--- src/rtl/io_mux_arbiter_if.sv ---
// Bundle of the request, data and grant signals exchanged between the two
// requesters and the io_mux_arbiter that shares one routing mux between them.
interface io_mux_arbiter_if #(
    parameter int WIDTH = 1
);
    logic             req0;
    logic             req1;
    logic [WIDTH-1:0] d0;
    logic [WIDTH-1:0] d1;
    logic             gnt0;
    logic             gnt1;
    logic             sel;
    logic [WIDTH-1:0] o;
    logic             o_valid;

    modport master (
        output req0, req1, d0, d1,
        input  gnt0, gnt1, sel, o, o_valid
    );

    modport slave (
        input  req0, req1, d0, d1,
        output gnt0, gnt1, sel, o, o_valid
    );
endinterface

--- src/rtl/io_mux_arbiter.sv ---
// Bounded-hold round-robin arbiter that owns a two-input routing mux and
// registers its output, with a one-cycle break-before-make gap on handover.
module io_mux_arbiter #(
    parameter int WIDTH    = 1,
    parameter int MAX_HOLD = 4
) (
    input  logic               clk,
    input  logic               rst_n,
    io_mux_arbiter_if.slave    bus
);
    localparam int CW = (MAX_HOLD > 0) ? $clog2(MAX_HOLD + 1) : 1;
    localparam logic [CW-1:0] CNT_MAX = (MAX_HOLD > 0) ? CW'(MAX_HOLD) : '1;

    typedef enum logic [1:0] {IDLE, GNT0, GNT1, SWITCH} state_t;

    state_t           state_q, state_d;
    logic             last_q, last_d;
    logic [CW-1:0]    cnt_q, cnt_d;
    logic             gnt0_q, gnt0_d;
    logic             gnt1_q, gnt1_d;
    logic             sel_q, sel_d;
    logic [WIDTH-1:0] o_q, o_d;
    logic             o_valid_q, o_valid_d;

    logic             idle_go;
    logic             idle_who;
    logic             own;
    logic             own_req;
    logic             oth_req;
    logic [WIDTH-1:0] own_d;
    logic             hold_hit;

    always_ff @(posedge clk or negedge rst_n) begin
        if (!rst_n) begin
            state_q   <= IDLE;
            last_q    <= 1'b1;
            cnt_q     <= '0;
            gnt0_q    <= 1'b0;
            gnt1_q    <= 1'b0;
            sel_q     <= 1'b0;
            o_q       <= '0;
            o_valid_q <= 1'b0;
        end else begin
            state_q   <= state_d;
            last_q    <= last_d;
            cnt_q     <= cnt_d;
            gnt0_q    <= gnt0_d;
            gnt1_q    <= gnt1_d;
            sel_q     <= sel_d;
            o_q       <= o_d;
            o_valid_q <= o_valid_d;
        end
    end

    // Decisions shared by IDLE and the SWITCH fallback; ties go to whoever was not last.
    always_comb begin
        idle_go  = bus.req0 | bus.req1;
        idle_who = (bus.req0 && bus.req1) ? ~last_q : bus.req1;
        own      = (state_q == GNT1);
        own_req  = own ? bus.req1 : bus.req0;
        oth_req  = own ? bus.req0 : bus.req1;
        own_d    = own ? bus.d1 : bus.d0;
        hold_hit = (MAX_HOLD != 0) && ((int'(cnt_q) + 1) >= MAX_HOLD);
    end

    always_comb begin
        state_d   = state_q;
        last_d    = last_q;
        cnt_d     = cnt_q;
        sel_d     = sel_q;
        o_d       = o_q;
        o_valid_d = 1'b0;

        case (state_q)
            IDLE: begin
                if (idle_go) begin
                    state_d = idle_who ? GNT1 : GNT0;
                    sel_d   = idle_who;
                    cnt_d   = '0;
                    last_d  = idle_who;
                end
            end
            GNT0, GNT1: begin
                if (own_req) begin
                    o_d       = own_d;
                    o_valid_d = 1'b1;
                    cnt_d     = (cnt_q == CNT_MAX) ? cnt_q : cnt_q + CW'(1);
                    if (hold_hit && oth_req) begin
                        state_d = SWITCH;
                        sel_d   = ~own;
                    end
                end else if (oth_req) begin
                    state_d = SWITCH;
                    sel_d   = ~own;
                end else begin
                    state_d = IDLE;
                end
            end
            SWITCH: begin
                // sel already points at the target while in SWITCH.
                if (sel_q ? bus.req1 : bus.req0) begin
                    state_d = sel_q ? GNT1 : GNT0;
                    cnt_d   = '0;
                    last_d  = sel_q;
                end else if (idle_go) begin
                    state_d = idle_who ? GNT1 : GNT0;
                    sel_d   = idle_who;
                    cnt_d   = '0;
                    last_d  = idle_who;
                end else begin
                    state_d = IDLE;
                end
            end
            default: state_d = IDLE;
        endcase

        gnt0_d = (state_d == GNT0);
        gnt1_d = (state_d == GNT1);
    end

    assign bus.gnt0    = gnt0_q;
    assign bus.gnt1    = gnt1_q;
    assign bus.sel     = sel_q;
    assign bus.o       = o_q;
    assign bus.o_valid = o_valid_q;
endmodule

--- src/flat_wrapper.sv ---
// flat-port wrapper written by rule: the top's interface ports become plain ports
module io_mux_arbiter_flat 
#(
    parameter int WIDTH    = 1,
    parameter int MAX_HOLD = 4
)
  (clk, rst_n, bus_req0, bus_req1, bus_d0, bus_d1, bus_gnt0, bus_gnt1, bus_sel, bus_o, bus_o_valid);
  io_mux_arbiter_if #(.WIDTH(WIDTH)) bus_i ();
  input  logic clk;
  input  logic rst_n;
  input wire logic [$bits(bus_i.req0)-1:0] bus_req0;
  input wire logic [$bits(bus_i.req1)-1:0] bus_req1;
  input wire logic [$bits(bus_i.d0)-1:0] bus_d0;
  input wire logic [$bits(bus_i.d1)-1:0] bus_d1;
  output wire logic [$bits(bus_i.gnt0)-1:0] bus_gnt0;
  output wire logic [$bits(bus_i.gnt1)-1:0] bus_gnt1;
  output wire logic [$bits(bus_i.sel)-1:0] bus_sel;
  output wire logic [$bits(bus_i.o)-1:0] bus_o;
  output wire logic [$bits(bus_i.o_valid)-1:0] bus_o_valid;
  assign bus_i.req0 = bus_req0;
  assign bus_i.req1 = bus_req1;
  assign bus_i.d0 = bus_d0;
  assign bus_i.d1 = bus_d1;
  assign bus_gnt0 = bus_i.gnt0;
  assign bus_gnt1 = bus_i.gnt1;
  assign bus_sel = bus_i.sel;
  assign bus_o = bus_i.o;
  assign bus_o_valid = bus_i.o_valid;
  io_mux_arbiter #(.WIDTH(WIDTH), .MAX_HOLD(MAX_HOLD)) u_core (.clk(clk), .rst_n(rst_n), .bus(bus_i));
endmodule
--- config.mk ---
export PLATFORM = sky130hd
export DESIGN_NAME = io_mux_arbiter_flat
export DESIGN_NICKNAME = d
export VERILOG_FILES = /design/src/rtl/io_mux_arbiter_if.sv /design/src/rtl/io_mux_arbiter.sv /design/src/flat_wrapper.sv
export SDC_FILE = /design/constraint.sdc
export NUM_CORES = 1
export LEC_CHECK = 0
export ABC_AREA = 1
export CAP_MARGIN = 5
export CORE_AREA = 5 5 42 44
export CTS_BUF_LIST = sky130_fd_sc_hd__clkbuf_8
export DETAILED_ROUTE_END_ITERATION = 10
export DIE_AREA = 0 0 47 49
export PLACE_DENSITY = 0.78
export SYNTH_ARGS = -nofsm -noshare
export SYNTH_HDL_FRONTEND = slang
export SYNTH_SLANG_ARGS = --single-unit
export TNS_END_PERCENT = 10
--- constraint.sdc ---
create_clock -name clk -period 2 [get_ports clk]
set_input_delay 0.4 -clock clk [delete_from_list [all_inputs] [get_ports clk]]
set_output_delay 0.4 -clock clk [all_outputs]
set_load 0.02 [all_outputs]
==> tab_implementation.tex <==
\begin{tabular}{lr}
\hline
Metric & Value \\
\hline
\multicolumn{2}{l}{\textbf{Status}} \\
\quad Run status & complete, no violations \\
\multicolumn{2}{l}{\textbf{Timing}} \\
\quad Final hold violations & 0 \\
\quad Max-slew headroom & 0.671 \\
\quad Sum of negative setup slack & 0 ns \\
\quad Setup repair after global routing missed its margin & no \\
\quad Period utilization & 0.819 \\
\quad Worst-margin pin slew & approximately 0.5 ns \\
\quad Final slew viol count & 0 \\
\quad Final clock skew & 0.00313 ns \\
\quad Number of failing setup endpoints in the final timing report & 0 \\
\quad Clock period minus final worst setup slack & approximately 1.6 ns \\
\quad Max frequency & a little over 0.6 GHz \\
\multicolumn{2}{l}{\textbf{Logic synthesis}} \\
\quad Sequential element share of the synthesized area & 0.399 \\
\quad Synth Area per Inst & around 7.5 um\^{}2 \\
\quad Cell variety after synth & 19 \\
\quad Primary flip-flop cell chosen by synthesis mapping & sky130\_fd\_sc\_hd\_\_dfrtp\_1 \\
\quad Cell count after synthesis & 93 \\
\quad Total standard cell area after synthesis & 693 um\^{}2 \\
\quad Count of flip-flops with a built-in enable after synthesis & 0 \\
\quad Async set or reset register ratio after synthesis & 1.00 \\
\quad Syn\_nets & 104 \\
\quad Flip-flop and latch count after synthesis & 11 \\
\quad Yosys warning count & 0 \\
\multicolumn{2}{l}{\textbf{Floorplanning}} \\
\quad Width of the die & 47 um \\
\quad Area of the core region & between 0.001 and 0.0015 mm\^{}2 \\
\quad Area of the die & $\sim$0.0023 mm\^{}2 \\
\quad Row cnt & 14 \\
\quad Vertical die dimension & $\sim$49 um \\
\quad Initial core utilization & 0.495 \\
\quad Number of I/O pins & 11 \\
\multicolumn{2}{l}{\textbf{Detailed routing}} \\
\quad Number of iterations in the first detailed-routing pass & 4 \\
\quad Remaining number of nets flagged by the antenna check after routing & 0 \\
\quad DR iter-0 viols & 18 \\
\quad \# DRC & 0 \\
\quad Routed wire length & $\sim$1300 um \\
\quad Via Count & approximately 590 \\
\quad Final routed wire length divided by cell count & roughly 11 um \\
\quad Vias per inst & 4.85 \\
\multicolumn{2}{l}{\textbf{Placed design}} \\
\quad Count of placed standard cells including taps & 118 \\
\quad Detailed placement HPWL & about 1000 um \\
\quad PortBufs & 10 \\
\quad Gpl congestion & 0.846 \\
\quad Area after detailed placement & approximately 810 um\^{}2 \\
\multicolumn{2}{l}{\textbf{Clock tree}} \\
\quad Root Buffer Master & sky130\_fd\_sc\_hd\_\_clkbuf\_8 \\
\quad Buffers inserted by post-CTS timing repair & 0 \\
\quad TritonCTS clock tree & yes \\
\quad Num Clock Sinks & 11 \\
\quad Maximum root-to-sink buffer count & 2 \\
\quad Number of buffers inserted during clock tree synthesis & 3 \\
\quad Worst-skew pair later-pin latency & around 0.24 ns \\
\quad \# resized after CTS & 0 \\
\quad Number of buffers inserted by hold repair at cts & 0 \\
\quad Htree depth & 1 \\
\quad Clock transition at the register clock pins on the worst setup and hold paths after CTS & $\sim$0.05 ns \\
\multicolumn{2}{l}{\textbf{Cells and area}} \\
\quad Core Util, Final & 0.610 \\
\quad Final instance count without filler cells & between 100 and 150 \\
\quad Layout cells sized above 1 & 0.113 \\
\quad Diodes inserted & 0 \\
\quad Fill count & 130 \\
\quad Post-route standard cell area excluding fillers & $\sim$850 um\^{}2 \\
\quad Most common cell after layout, fill and taps aside & sky130\_fd\_sc\_hd\_\_nand2\_1 \\
\quad Layout Nets & between 100 and 150 \\
\quad Layout area overhead & 23.3\% \\
\quad Most frequent cells in the layout & 25 x sky130\_fd\_sc\_hd\_\_nand2\_1, 13 x sky130\_fd\_sc\_hd\_\_inv\_1, 10 x sky130\_fd\_sc\_hd\_\_clkdlybuf4s50\_1, 10 x sky130\_fd\_sc\_hd\_\_dfrtp\_1, 8 x sky130\_fd\_sc\_hd\_\_nor2\_1 \\
\multicolumn{2}{l}{\textbf{Worst setup path}} \\
\quad Critical path required time & around 1.6 ns \\
\quad Kind of cell with the highest combined delay on the critical path & buffers and inverters \\
\quad Crit-path cells & clkdlybuf4s50\_1 \\
\quad Path type of the worst setup path & register to primary output \\
\quad Setup crit end kind & primary output \\
\quad Reg2Reg Capture Point & u\_core.cnt\_q[1] \\
\quad Critical path peak fanout & 4 \\
\quad Reg-to-reg slack, setup & about 0.46 ns \\
\quad Standard cell with the maximum stage delay on the critical path & sky130\_fd\_sc\_hd\_\_clkdlybuf4s50\_1 \\
\quad Launch instance of the worst register-to-register path & u\_core.state\_q[0] \\
\quad WP buf/inv & 1 \\
\quad Worst reg-to-reg path cell count & 8 \\
\quad Critical path arrival & 1.24 ns \\
\quad Element type at the critical path start & register \\
\quad Delay contributed by the slowest stage of the critical path & around 0.62 ns \\
\multicolumn{2}{l}{\textbf{Power}} \\
\quad Total power density per cell area & about 1700 mW/mm\^{}2 \\
\quad Leakage & around 0.41 nW \\
\quad Worst voltage drop across the vdd grid & between 0.0008 and 0.0009 V \\
\multicolumn{2}{l}{\textbf{Min path}} \\
\quad Classification of the worst-slack hold path & input port to async pin \\
\multicolumn{2}{l}{\textbf{Global route}} \\
\quad Final global-route overflow total & 0 \\
\quad Largest net degree at the start of global routing & 12 \\
\quad Number of global-route vias before repair & 543 \\
\quad All-Layer GR Usage & 0.125 \\
\quad Number of antenna violations at the first check in global routing & 0 \\
\quad Global-route wire length before repair & around 2200 um \\
\multicolumn{2}{l}{\textbf{Run}} \\
\quad Total of max-cap violations & 0 \\
\hline
\end{tabular}
## sequential cells by signal, summed over array words and instances, names as in the netlist
name	flops
u_core.bus.o_valid	1
u_core.cnt_q	3
u_core.bus.gnt1	1
u_core.bus.sel	1
u_core.state_q	2
u_core.last_q	1
u_core.bus.o	1
u_core.bus.gnt0	1
## synthesized netlist by cell type, types with 3 or more instances
library cell,number,share of area
sky130_fd_sc_hd__nand2_1,25,0.14
sky130_fd_sc_hd__inv_1,13,0.070
sky130_fd_sc_hd__dfrtp_1,10,0.36
sky130_fd_sc_hd__nor2_1,8,0.043
sky130_fd_sc_hd__o21ai_1,7,0.051
sky130_fd_sc_hd__a21oi_1,5,0.036
sky130_fd_sc_hd__ha_1,5,0.090
sky130_fd_sc_hd__nand3_1,5,0.036
sky130_fd_sc_hd__a21oi_2,3,0.038
sky130_fd_sc_hd__a31oi_1,3,0.027
## power breakdown
group | leakage [nW] | switching, W | internal, W | total [W]
clock network | 0.0255 | 0.0000836 | 0.000137 | 0.000220
registers | 0.137 | 0.0000675 | 0.000333 | 0.000400
logic | 0.249 | 0.000487 | 0.000323 | 0.000811
total | 0.411 | 0.000638 | 0.000793 | 0.00143
## cell families (layout without fill, tap and decap cells)
group	Yosys count	count (layout)	synth area share
buffers and inverters	15	28	0.0830
flip-flops	11	11	0.399
adder cells (fa/ha/maj)	5	5	0.0903
AND/OR/NAND/NOR	41	41	0.242
AO/OA/AOI/OAI	20	20	0.171
multiplexers	1	1	0.0144
## area by class of cell
type / count / area, um^2 / area share
Inverter: 14 / 52.6 / 0.0615
Sequential cell: 11 / 277 / 0.324
Clock buffer: 3 / 41.3 / 0.0483
Tap cell: 16 / 20.0 / 0.0234
Timing Repair Buffer: 10 / 100 / 0.117
Clock inverter: 1 / 5.00 / 0.00586
Multi-Input combinational cell: 67 / 359 / 0.420
## layer usage
layer	vias to the layer above	global-route usage	share of wire
met5	-	0	0
met4	0	0.0415	0.012
met3	2	0.0406	0.067
met2	13	0.188	0.45
met1	250	0.164	0.47
li1	327	-	-
## worst max path at each step
stage,from,cells past startpoint,to
3_3_place_gp,bus_req0,7,u_core.bus.gnt1
2_1_floorplan,u_core.state_q[0],9,u_core.bus.gnt0
4_1_cts,u_core.bus.sel,1,bus_sel
5_1_grt,u_core.state_q[0],8,u_core.cnt_q[1]
6_report,u_core.bus.sel,1,bus_sel
3_5_place_dp,bus_req0,7,u_core.bus.gnt1
## metrics by stage
step	hold slack [ns]	power, W	worst slack (ns)
CTS	0.514	0.00144	0.351
detailed placement	0.513	0.00122	0.196
global route	0.542	0.00157	0.315
finish	0.496	0.00143	0.361
floorplan	0.104	0.00100	0.637
global placement	0.512	0.00121	0.201
Power figures use the tool's default switching activity.
